==> config.mk <==
export PLATFORM = sky130hd
export DESIGN_NAME = hazard_scoreboard
export DESIGN_NICKNAME = d
export VERILOG_FILES = /design/src/rtl/hazard_scoreboard.sv
export SDC_FILE = /design/constraint.sdc
export NUM_CORES = 1
export LEC_CHECK = 0
export CORE_MARGIN = 3
export CORE_UTILIZATION = 50
export CTS_BUF_LIST = sky130_fd_sc_hd__clkbuf_16
export DETAILED_ROUTE_END_ITERATION = 8
export PLACE_DENSITY = 0.75
export SLEW_MARGIN = 20
export SYNTH_ARGS = -nofsm -noshare
export SYNTH_HDL_FRONTEND = slang
export SYNTH_SLANG_ARGS = --single-unit
==> constraint.sdc <==
create_clock -name clk -period 8.15 [get_ports clk]
set_input_delay 2.445 -clock clk [delete_from_list [all_inputs] [get_ports clk]]
set_output_delay 2.445 -clock clk [all_outputs]
set_load 0.005 [all_outputs]
==> src/rtl/hazard_scoreboard.sv <==
// ID-stage interlock: scoreboard of in-flight writes plus mul/div busy counter; stall is combinational from state.
// id_stall holds IF/ID, and holding is the only backpressure. A flush clears all state the next cycle.
module hazard_scoreboard #(
    parameter int NUM_SRC = 2,
    parameter int NUM_ENT = 4,
    parameter int LAT_W   = 2,
    parameter int MD_W    = 6
) (
    input  logic                 clk,
    input  logic                 reset,
    input  logic                 id_valid,
    input  logic [NUM_SRC*5-1:0] id_src_flat,
    input  logic [NUM_SRC-1:0]   id_src_use,
    input  logic                 id_reads_hilo,
    input  logic [4:0]           id_dst,
    input  logic [LAT_W-1:0]     id_dst_lat,
    input  logic                 id_md_start,
    input  logic [MD_W-1:0]      id_md_cycles,
    input  logic                 pipe_adv,
    input  logic                 flush,
    output logic                 id_stall,
    output logic [NUM_SRC-1:0]   src_stall,
    output logic                 sb_full,
    output logic                 hilo_busy
);

    localparam logic [LAT_W-1:0] CNT_ONE = 1;
    localparam logic [MD_W-1:0]  MD_ONE  = 1;

    logic [NUM_ENT-1:0] ent_vld;
    logic [4:0]         ent_dst [NUM_ENT];
    logic [LAT_W-1:0]   ent_cnt [NUM_ENT];
    logic [MD_W-1:0]    md_cnt;

    logic               need_alloc;
    logic               id_fire;
    logic               alloc_en;
    logic [NUM_ENT-1:0] alloc_oh;
    logic               alloc_found;

    for (genvar i = 0; i < NUM_SRC; i++) begin : g_src
        logic [4:0]         src;
        logic [NUM_ENT-1:0] hit_vec;
        assign src = id_src_flat[5*i +: 5];
        for (genvar e = 0; e < NUM_ENT; e++) begin : g_hit
            assign hit_vec[e] = ent_vld[e] && (ent_dst[e] == src);
        end
        // $0 is hardwired zero, so it never carries a hazard
        assign src_stall[i] = id_valid && id_src_use[i] && (src != 5'd0) && (|hit_vec);
    end

    assign sb_full    = &ent_vld;
    assign hilo_busy  = (md_cnt != '0);
    assign need_alloc = (id_dst != 5'd0) && (id_dst_lat != '0);

    assign id_stall = (|src_stall)
                    | (id_valid && need_alloc && sb_full)
                    | (id_valid && (id_reads_hilo || id_md_start) && hilo_busy);

    assign id_fire  = id_valid && !id_stall && !flush;
    assign alloc_en = id_fire && need_alloc;

    always_comb begin
        alloc_oh    = '0;
        alloc_found = 1'b0;
        for (int e = 0; e < NUM_ENT; e++) begin
            if (!ent_vld[e] && !alloc_found) begin
                alloc_oh[e] = 1'b1;
                alloc_found = 1'b1;
            end
        end
    end

    always_ff @(posedge clk) begin
        if (reset) begin
            ent_vld <= '0;
            md_cnt  <= '0;
            for (int e = 0; e < NUM_ENT; e++) begin
                ent_dst[e] <= 5'd0;
                ent_cnt[e] <= '0;
            end
        end else if (flush) begin
            ent_vld <= '0;
            md_cnt  <= '0;
            for (int e = 0; e < NUM_ENT; e++) begin
                ent_cnt[e] <= '0;
            end
        end else begin
            for (int e = 0; e < NUM_ENT; e++) begin
                if (alloc_en && alloc_oh[e]) begin
                    ent_vld[e] <= 1'b1;
                    ent_dst[e] <= id_dst;
                    ent_cnt[e] <= id_dst_lat;
                end else if (ent_vld[e] && pipe_adv) begin
                    // an allocated entry always has cnt >= 1, so 1->0 retires it
                    ent_cnt[e] <= ent_cnt[e] - CNT_ONE;
                    if (ent_cnt[e] == CNT_ONE) begin
                        ent_vld[e] <= 1'b0;
                    end
                end
            end
            if (id_fire && id_md_start) begin
                md_cnt <= id_md_cycles;
            end else if (md_cnt != '0) begin
                md_cnt <= md_cnt - MD_ONE;
            end
        end
    end

endmodule

Yosys cells after proc, flatten, opt, wreduce, memory -nomap -nowiden
Memories as Yosys holds them, arrays and structs flattened.
Index checks and enable logic that the tools add are counted.
{ "word_totals": {"register_bits": 10, "latchBits": 0, "ram_bits": 28, "romBits": 0, "inputBits": 32, "elab_cells": 184, "memories": 2} }
{ "mem_list": {"columns": ["name", "depth", "word_bits", "rd", "rd_ports_with_merged_regs", "write_ports", "line_no", "text"], "rows": [
  ["ent_dst", 4, 5, 4, 0, 4, "31", "logic [4:0] ent_dst [NUM_ENT];"],
  ["ent_cnt", 4, 2, 4, 0, 4, "32", "logic [LAT_W-1:0] ent_cnt [NUM_ENT];"]
]} }
{ "op_classes": {"add_sub_neg": 5, "n_mul": 0, "div_mod_pow": 0, "magnitude_cmp": 0, "eq_ne": 12, "n_shift": 0, "mux": 77, "bitwise": 18, "reduce_logical": 65} }
{ "ops": {"columns": ["op", "n"], "rows": [
  ["$mux W1", 59],
  ["$eq A5 B5 Y1", 8],
  ["$logic_and A1 B1 Y1", 34],
  ["$mux W2", 12],
  ["$mux W5", 4],
  ["$reduce_bool A2 Y1", 10],
  ["$or A1 B1 Y1", 18],
  ["$reduce_bool A5 Y1", 3],
  ["$mux W6", 2],
  ["$eq A2 B1 Y1 const B", 4],
  ["$reduce_and A2 Y1", 4],
  ["$reduce_or A4 Y1", 2],
  ["$sub A2 B1 Y2 const B", 4],
  ["$logic_not A1 Y1", 7],
  ["$reduce_bool A6 Y1", 1],
  ["$sub A6 B1 Y6 const B", 1],
  ["$reduce_and A4 Y1", 1],
  ["$reduce_or A2 Y1", 2],
  ["$logic_or A1 B1 Y1", 1]
]} }

Longest topological paths before layout
{ "depth": {"ltp_word": 18, "depth_mapped": 10} }

Least setup slack after synthesis
Ideal clock, no wire load.
{ "synth_path": {"path_type": "in2out", "start": "input id_src_flat[3]", "end": "output id_stall", "arrival_time_ns": 3.477, "slack_ns": 2.228, "path_stages": 6, "path_buffers": 1, "cell_sequence": "buf_4 xor2_1 nor4_1 and3_1 nor4_2 o221ai_2"} }
{ "synth_between": {"elab_chain_cells": 7, "word_cells_on_any_way": 15} }
{ "synth_lines": {"columns": ["item", "line_no", "text"], "rows": [
  ["start: declaration", "12", "input logic [NUM_SRC*5-1:0] id_src_flat,"],
  ["$eq A5 B5 Y1", "46", "assign hit_vec[e] = ent_vld[e] && (ent_dst[e] == src);"],
  ["$logic_and A1 B1 Y1", "46", null],
  ["$reduce_or A4 Y1", "49", "assign src_stall[i] = id_valid && id_src_use[i] && (src != 5'd0) && (|hit_vec);"],
  ["$logic_and A1 B1 Y1 (*)", "49", null],
  ["$reduce_or A2 Y1 (*)", "56", "assign id_stall = (|src_stall)"],
  ["$or A1 B1 Y1 (*)", "57", "| (id_valid && need_alloc && sb_full)"],
  ["$or A1 B1 Y1 (*)", "58", "| (id_valid && (id_reads_hilo || id_md_start) && hilo_busy);"],
  ["end: declaration", "21", "output logic id_stall,"]
]} }
Every way passes the cells marked *; elsewhere a longest branch is shown, timed or not.

Worst setup path after layout
{ "layout_path": {"start": "input id_src_flat[2]", "end": "output id_stall"} }
The elaborated chain is that of the path after synthesis.

==> report_table.html <==
<table>
<tr><th>Metric</th><th>Value</th></tr>
<tr><th colspan="2">Setup path</th></tr>
<tr><td>Terminus of the critical flop-to-flop path</td><td>ent_dst[1][2]$_SDFFCE_PN0P_</td></tr>
<tr><td>Most used cell along the critical path</td><td>clkdlybuf4s50_1</td></tr>
<tr><td>Critical register-to-register path startpoint</td><td>ent_dst[1][3]$_SDFFCE_PN0P_</td></tr>
<tr><td>Nature of the critical path startpoint</td><td>input pin</td></tr>
<tr><td>Path type of the worst setup path</td><td>input pin to output pin</td></tr>
<tr><td>Cell with the largest stage delay on the worst path</td><td>clkdlybuf4s50_1</td></tr>
<tr><td>Nature of the critical path endpoint</td><td>output pin</td></tr>
<tr><td>Logic depth of the worst register-to-register path</td><td>7</td></tr>
<tr><td>FF-to-FF setup slack</td><td>5.30 ns</td></tr>
<tr><td>Worst EP arrival</td><td>4.72 ns</td></tr>
<tr><td>Required time of the critical path</td><td>5.71 ns</td></tr>
<tr><td>Source of the critical timing path</td><td>id_src_flat[2]</td></tr>
<tr><td>Delay of the slowest cell on the worst path</td><td>0.58 ns</td></tr>
<tr><td>Cell-by-cell listing of the critical path</td><td>clkdlybuf4s50_1 &gt; xor2_1 &gt; nor4_1 &gt; and3_1 &gt; nor4_2 &gt; o221ai_2 &gt; clkdlybuf4s50_1</td></tr>
<tr><td>Capturing instance or port of the critical path</td><td>id_stall</td></tr>
<tr><td>Max FO, Critical Path</td><td>7</td></tr>
<tr><th colspan="2">Detailed routing</th></tr>
<tr><td>Routed length on met3</td><td>448 µm</td></tr>
<tr><td>Via count</td><td>1,865</td></tr>
<tr><td>DR pass1 iterations</td><td>4</td></tr>
<tr><td>Detailed-route DRC error count</td><td>0</td></tr>
<tr><td>Met2 WL post-DR</td><td>2570 µm</td></tr>
<tr><td>Number of nets with antenna violations after routing</td><td>0</td></tr>
<tr><td>Post-route met1 wirelength</td><td>2410 µm</td></tr>
<tr><td>Average routed wire per standard cell</td><td>16.1 µm</td></tr>
<tr><td>Final wirelength</td><td>5520 µm</td></tr>
<tr><td>Highest routed layer</td><td>met4</td></tr>
<tr><td>DR iter-0 viols</td><td>129</td></tr>
<tr><td>Detailed-route vias per instance</td><td>5.45</td></tr>
<tr><th colspan="2">STA</th></tr>
<tr><td>Smallest hold slack</td><td>0.605 ns</td></tr>
<tr><td>Headroom to the max-slew limit</td><td>49.2%</td></tr>
<tr><td>Final setup violation count</td><td>0</td></tr>
<tr><td>Min cycle time layout</td><td>7.16 ns</td></tr>
<tr><td>Aggregate negative setup slack</td><td>0 ns</td></tr>
<tr><td>Maximum achievable frequency</td><td>0.140 GHz</td></tr>
<tr><td>Fin crit share</td><td>87.9%</td></tr>
<tr><td>Number of pins exceeding their max-slew limit in the final report</td><td>0</td></tr>
<tr><td>Setup skew after layout</td><td>0.00516 ns</td></tr>
<tr><td>Hold violation total from the final report</td><td>0</td></tr>
<tr><td>Slew of the pin with the lowest slew margin</td><td>0.760 ns</td></tr>
<tr><td>Setup repair after global routing missed its margin</td><td>false</td></tr>
<tr><th colspan="2">Power</th></tr>
<tr><td>Sw Pwr</td><td>199 µW</td></tr>
<tr><td>Comb power frac</td><td>29.3%</td></tr>
<tr><td>Part of the power in registers</td><td>35.7%</td></tr>
<tr><td>Total power after layout</td><td>711 µW</td></tr>
<tr><td>Reported leakage power</td><td>1.04 nW</td></tr>
<tr><td>Power per Cell Area</td><td>241 nW/µm²</td></tr>
<tr><td>Peak supply drop</td><td>0.000227 V</td></tr>
<tr><td>Sw Ratio</td><td>28.0%</td></tr>
<tr><td>Part of the total power dissipated in the clock network</td><td>35.1%</td></tr>
<tr><td>Internal power consumption</td><td>512 µW</td></tr>
<tr><th colspan="2">Clock network</th></tr>
<tr><td>Clock root buffer</td><td>clkbuf_16</td></tr>
<tr><td>H-Tree Depth</td><td>2</td></tr>
<tr><td>Clock latency at the later pin of the worst-skew pair</td><td>0.28 ns</td></tr>
<tr><td>Clock tree from TritonCTS</td><td>built</td></tr>
<tr><td>Number of clock sinks seen by CTS</td><td>38</td></tr>
<tr><td>Max Root-Sink Buffers</td><td>2</td></tr>
<tr><td>Post-CTS setup buffers</td><td>0</td></tr>
<tr><td>Post-cts hold buffer count</td><td>0</td></tr>
<tr><td>Number of buffers created by CTS</td><td>5</td></tr>
<tr><td>Cells resized by post-CTS repair</td><td>0</td></tr>
<tr><td>Clock transition at the registers of the reported paths</td><td>0.06 ns</td></tr>
<tr><th colspan="2">Synth</th></tr>
<tr><td>Gate count after technology mapping</td><td>257</td></tr>
<tr><td>Sequential area share after synthesis</td><td>42.3%</td></tr>
<tr><td>EDFF count, synth</td><td>28</td></tr>
<tr><td>Count of synthesis-stage warnings from yosys</td><td>0</td></tr>
<tr><td>Share of the synthesized area in the top cell type</td><td>34.1%</td></tr>
<tr><td>Distinct cell type count after synthesis</td><td>38</td></tr>
<tr><td>Share of async-settable or async-resettable flops after synthesis</td><td>0%</td></tr>
<tr><td>Top cells by area in the synthesized netlist</td><td>edfxtp_1 34%, xnor2_1 8.2%, dfxtp_1 8.1%, xor2_1 7.8%, nor2_1 4.4%</td></tr>
<tr><td>Largest area contributor in the netlist</td><td>edfxtp_1</td></tr>
<tr><td>Mapped Area</td><td>2460 µm²</td></tr>
<tr><td>Net count after synthesis</td><td>295</td></tr>
<tr><td>Ys flop type</td><td>edfxtp_1</td></tr>
<tr><td>Avg Inst Size Synth</td><td>9.59 µm²</td></tr>
<tr><td>Yosys reg bits</td><td>38</td></tr>
<tr><th colspan="2">Finish</th></tr>
<tr><td>Final cell area excluding filler cells</td><td>2950 µm²</td></tr>
<tr><td>Final design utilization</td><td>64.7%</td></tr>
<tr><td>Number of nets in the final layout</td><td>314</td></tr>
<tr><td>Number of antenna repair diodes</td><td>0</td></tr>
<tr><td>Fill cells</td><td>369</td></tr>
<tr><td>Post-synthesis to final-layout area growth</td><td>19.9%</td></tr>
<tr><td>Fraction of final layout cells with drive strength greater than 1</td><td>6.86%</td></tr>
<tr><td>Sequential cell area in the final layout</td><td>1040 µm²</td></tr>
<tr><td>Multi-input combinational cell area</td><td>1240 µm²</td></tr>
<tr><th colspan="2">Global route</th></tr>
<tr><td>Sum of overflow across all layers after global routing</td><td>0</td></tr>
<tr><td>First-pass GRT wire length</td><td>9030 µm</td></tr>
<tr><td>Maximum number of pins on one net before global-route repair</td><td>15</td></tr>
<tr><td>Overall routing resource usage</td><td>19.6%</td></tr>
<tr><td>Vias in the first global route</td><td>1,862</td></tr>
<tr><td>Number of antenna violations at the first check in global routing</td><td>0</td></tr>
<tr><th colspan="2">Placed design</th></tr>
<tr><td>Final weighted congestion in routability-driven placement</td><td>0.877</td></tr>
<tr><td>Detailed-placement wirelength estimate</td><td>4320 µm</td></tr>
<tr><td>Port bufs</td><td>36</td></tr>
<tr><td>Standard cell area after detailed placement</td><td>2760 µm²</td></tr>
<tr><th colspan="2">Die</th></tr>
<tr><td>Core ar.</td><td>4560 µm²</td></tr>
<tr><td>Num rows</td><td>24</td></tr>
<tr><td>DIE AREA</td><td>5810 µm²</td></tr>
<tr><td>X dimension of the die</td><td>76.2 µm</td></tr>
<tr><td>Die Y-Extent</td><td>76.2 µm</td></tr>
<tr><td>I/O pin count</td><td>37</td></tr>
<tr><td>Initial core utilization</td><td>54.0%</td></tr>
<tr><th colspan="2">Job</th></tr>
<tr><td>Max-cap check violation count</td><td>0</td></tr>
<tr><th colspan="2">Min path</th></tr>
<tr><td>Worst hold-check path type</td><td>flop to flop</td></tr>
<tr><th colspan="2">Status</th></tr>
<tr><td>Status</td><td>completed</td></tr>
</table>
[power groups by stage]
stage	logic, mW	clock network, mW	registers (mW)
detailed placement	0.207	0	0.257
floorplan	0.151	0	0.250
global placement	0.205	0	0.256
global route	0.231	0.262	0.257
CTS	0.209	0.252	0.253
finish	0.208	0.249	0.253
[worst min-delay path by stage]
stage | from | end | cells past startpoint
final | ent_cnt[3][0]$_SDFFCE_PN0P_ | ent_cnt[3][0]$_SDFFCE_PN0P_ | 1
after global routing | ent_vld[2]$_SDFFE_PP0P_ | ent_vld[2]$_SDFFE_PP0P_ | 2
after CTS | ent_cnt[3][0]$_SDFFCE_PN0P_ | ent_cnt[3][0]$_SDFFCE_PN0P_ | 1
after detailed placement | ent_cnt[3][0]$_SDFFCE_PN0P_ | ent_cnt[3][0]$_SDFFCE_PN0P_ | 1
after global placement | ent_cnt[3][0]$_SDFFCE_PN0P_ | ent_cnt[3][0]$_SDFFCE_PN0P_ | 1
after floorplan | ent_vld[3]$_SDFFE_PP0P_ | ent_vld[3]$_SDFFE_PP0P_ | 2
[metal layers]
metal  vias up  GRT usage [%]
met5         -              0
met4         0           6.88
met3         8           4.85
met2        76           31.4
met1       856           25.8
li1        925              -
[registers in the layout, summed over array words and instances (netlist names)]
register	cells
ent_vld	4
ent_cnt	8
md_cnt	6
ent_dst	20
[cell families after synthesis]
family                   after synthesis  share of synthesized area, %
buffers and inverters                 33                          7.26
AND/OR/NAND/NOR                      102                          21.1
adder cells (fa/ha/maj)                6                          3.05
AO/OA/AOI/OAI                         30                          9.14
flip-flops                            38                          42.3
multiplexers                           3                          1.22
XOR/XNOR                              45                          16.0
[layout by cell type, fill, tap and decap left out, types with 2 or more instances in the layout]
cell type,Yosys,final
a21oi_1,6,6
a22o_1,2,2
a32o_1,4,4
and3_1,5,5
bufinv_16,0,2
clkbuf_16,0,5
clkdlybuf4s50_1,0,36
dfxtp_1,10,10
edfxtp_1,28,28
ha_1,6,6
inv_1,9,9
mux2i_1,3,3
nand2_1,23,23
nand2b_1,11,11
nand3_1,7,7
nand4_1,4,4
nor2_1,29,29
nor3_1,6,6
nor4_1,4,4
nor4_2,2,2
o211ai_2,2,2
o21ai_0,8,8
o22ai_1,3,3
or3_1,2,2
or4_1,5,5
xnor2_1,23,23
xor2_1,22,22
[through the flow]
stage	std cells	setup slack [ns]
6_report	342	0.987
5_1_grt	342	0.801
4_1_cts	342	0.987
3_5_place_dp	334	0.993
3_3_place_gp	334	1.04
2_1_floorplan	257	2.23
[synth_stat cells, types with 2 or more instances]
| cell type | number |
|---|---|
| nor2_1 | 29 |
| edfxtp_1 | 28 |
| nand2_1 | 23 |
| xnor2_1 | 23 |
| xor2_1 | 22 |
| nand2b_1 | 11 |
| buf_4 | 10 |
| dfxtp_1 | 10 |
| inv_1 | 9 |
| o21ai_0 | 8 |
| buf_2 | 7 |
| nand3_1 | 7 |
| a21oi_1 | 6 |
| ha_1 | 6 |
| nor3_1 | 6 |
| and3_1 | 5 |
| clkbuf_1 | 5 |
| or4_1 | 5 |
| a32o_1 | 4 |
| nand4_1 | 4 |
| nor4_1 | 4 |
| mux2i_1 | 3 |
| o22ai_1 | 3 |
| a22o_1 | 2 |
| nor4_2 | 2 |
| o211ai_2 | 2 |
| or3_1 | 2 |
[final cells by class]
class                      count  share of cell area [%]
clock buffer                   5                    4.24
clock inverter                 3                    2.33
inverter                       9                    1.14
multi-input combinational    186                    42.1
sequential                    38                    35.2
tap                           65                    2.75
timing repair buffer          36                    12.2
[worst max-delay path: cells and delay by family]
family	cells	cell delay [ns]
XOR/XNOR	1	0.21
buffers and inverters	2	1.12
AND/OR/NAND/NOR	3	0.58
AO/OA/AOI/OAI	1	0.36
Note: power is estimated with default switching activity, not from simulation.
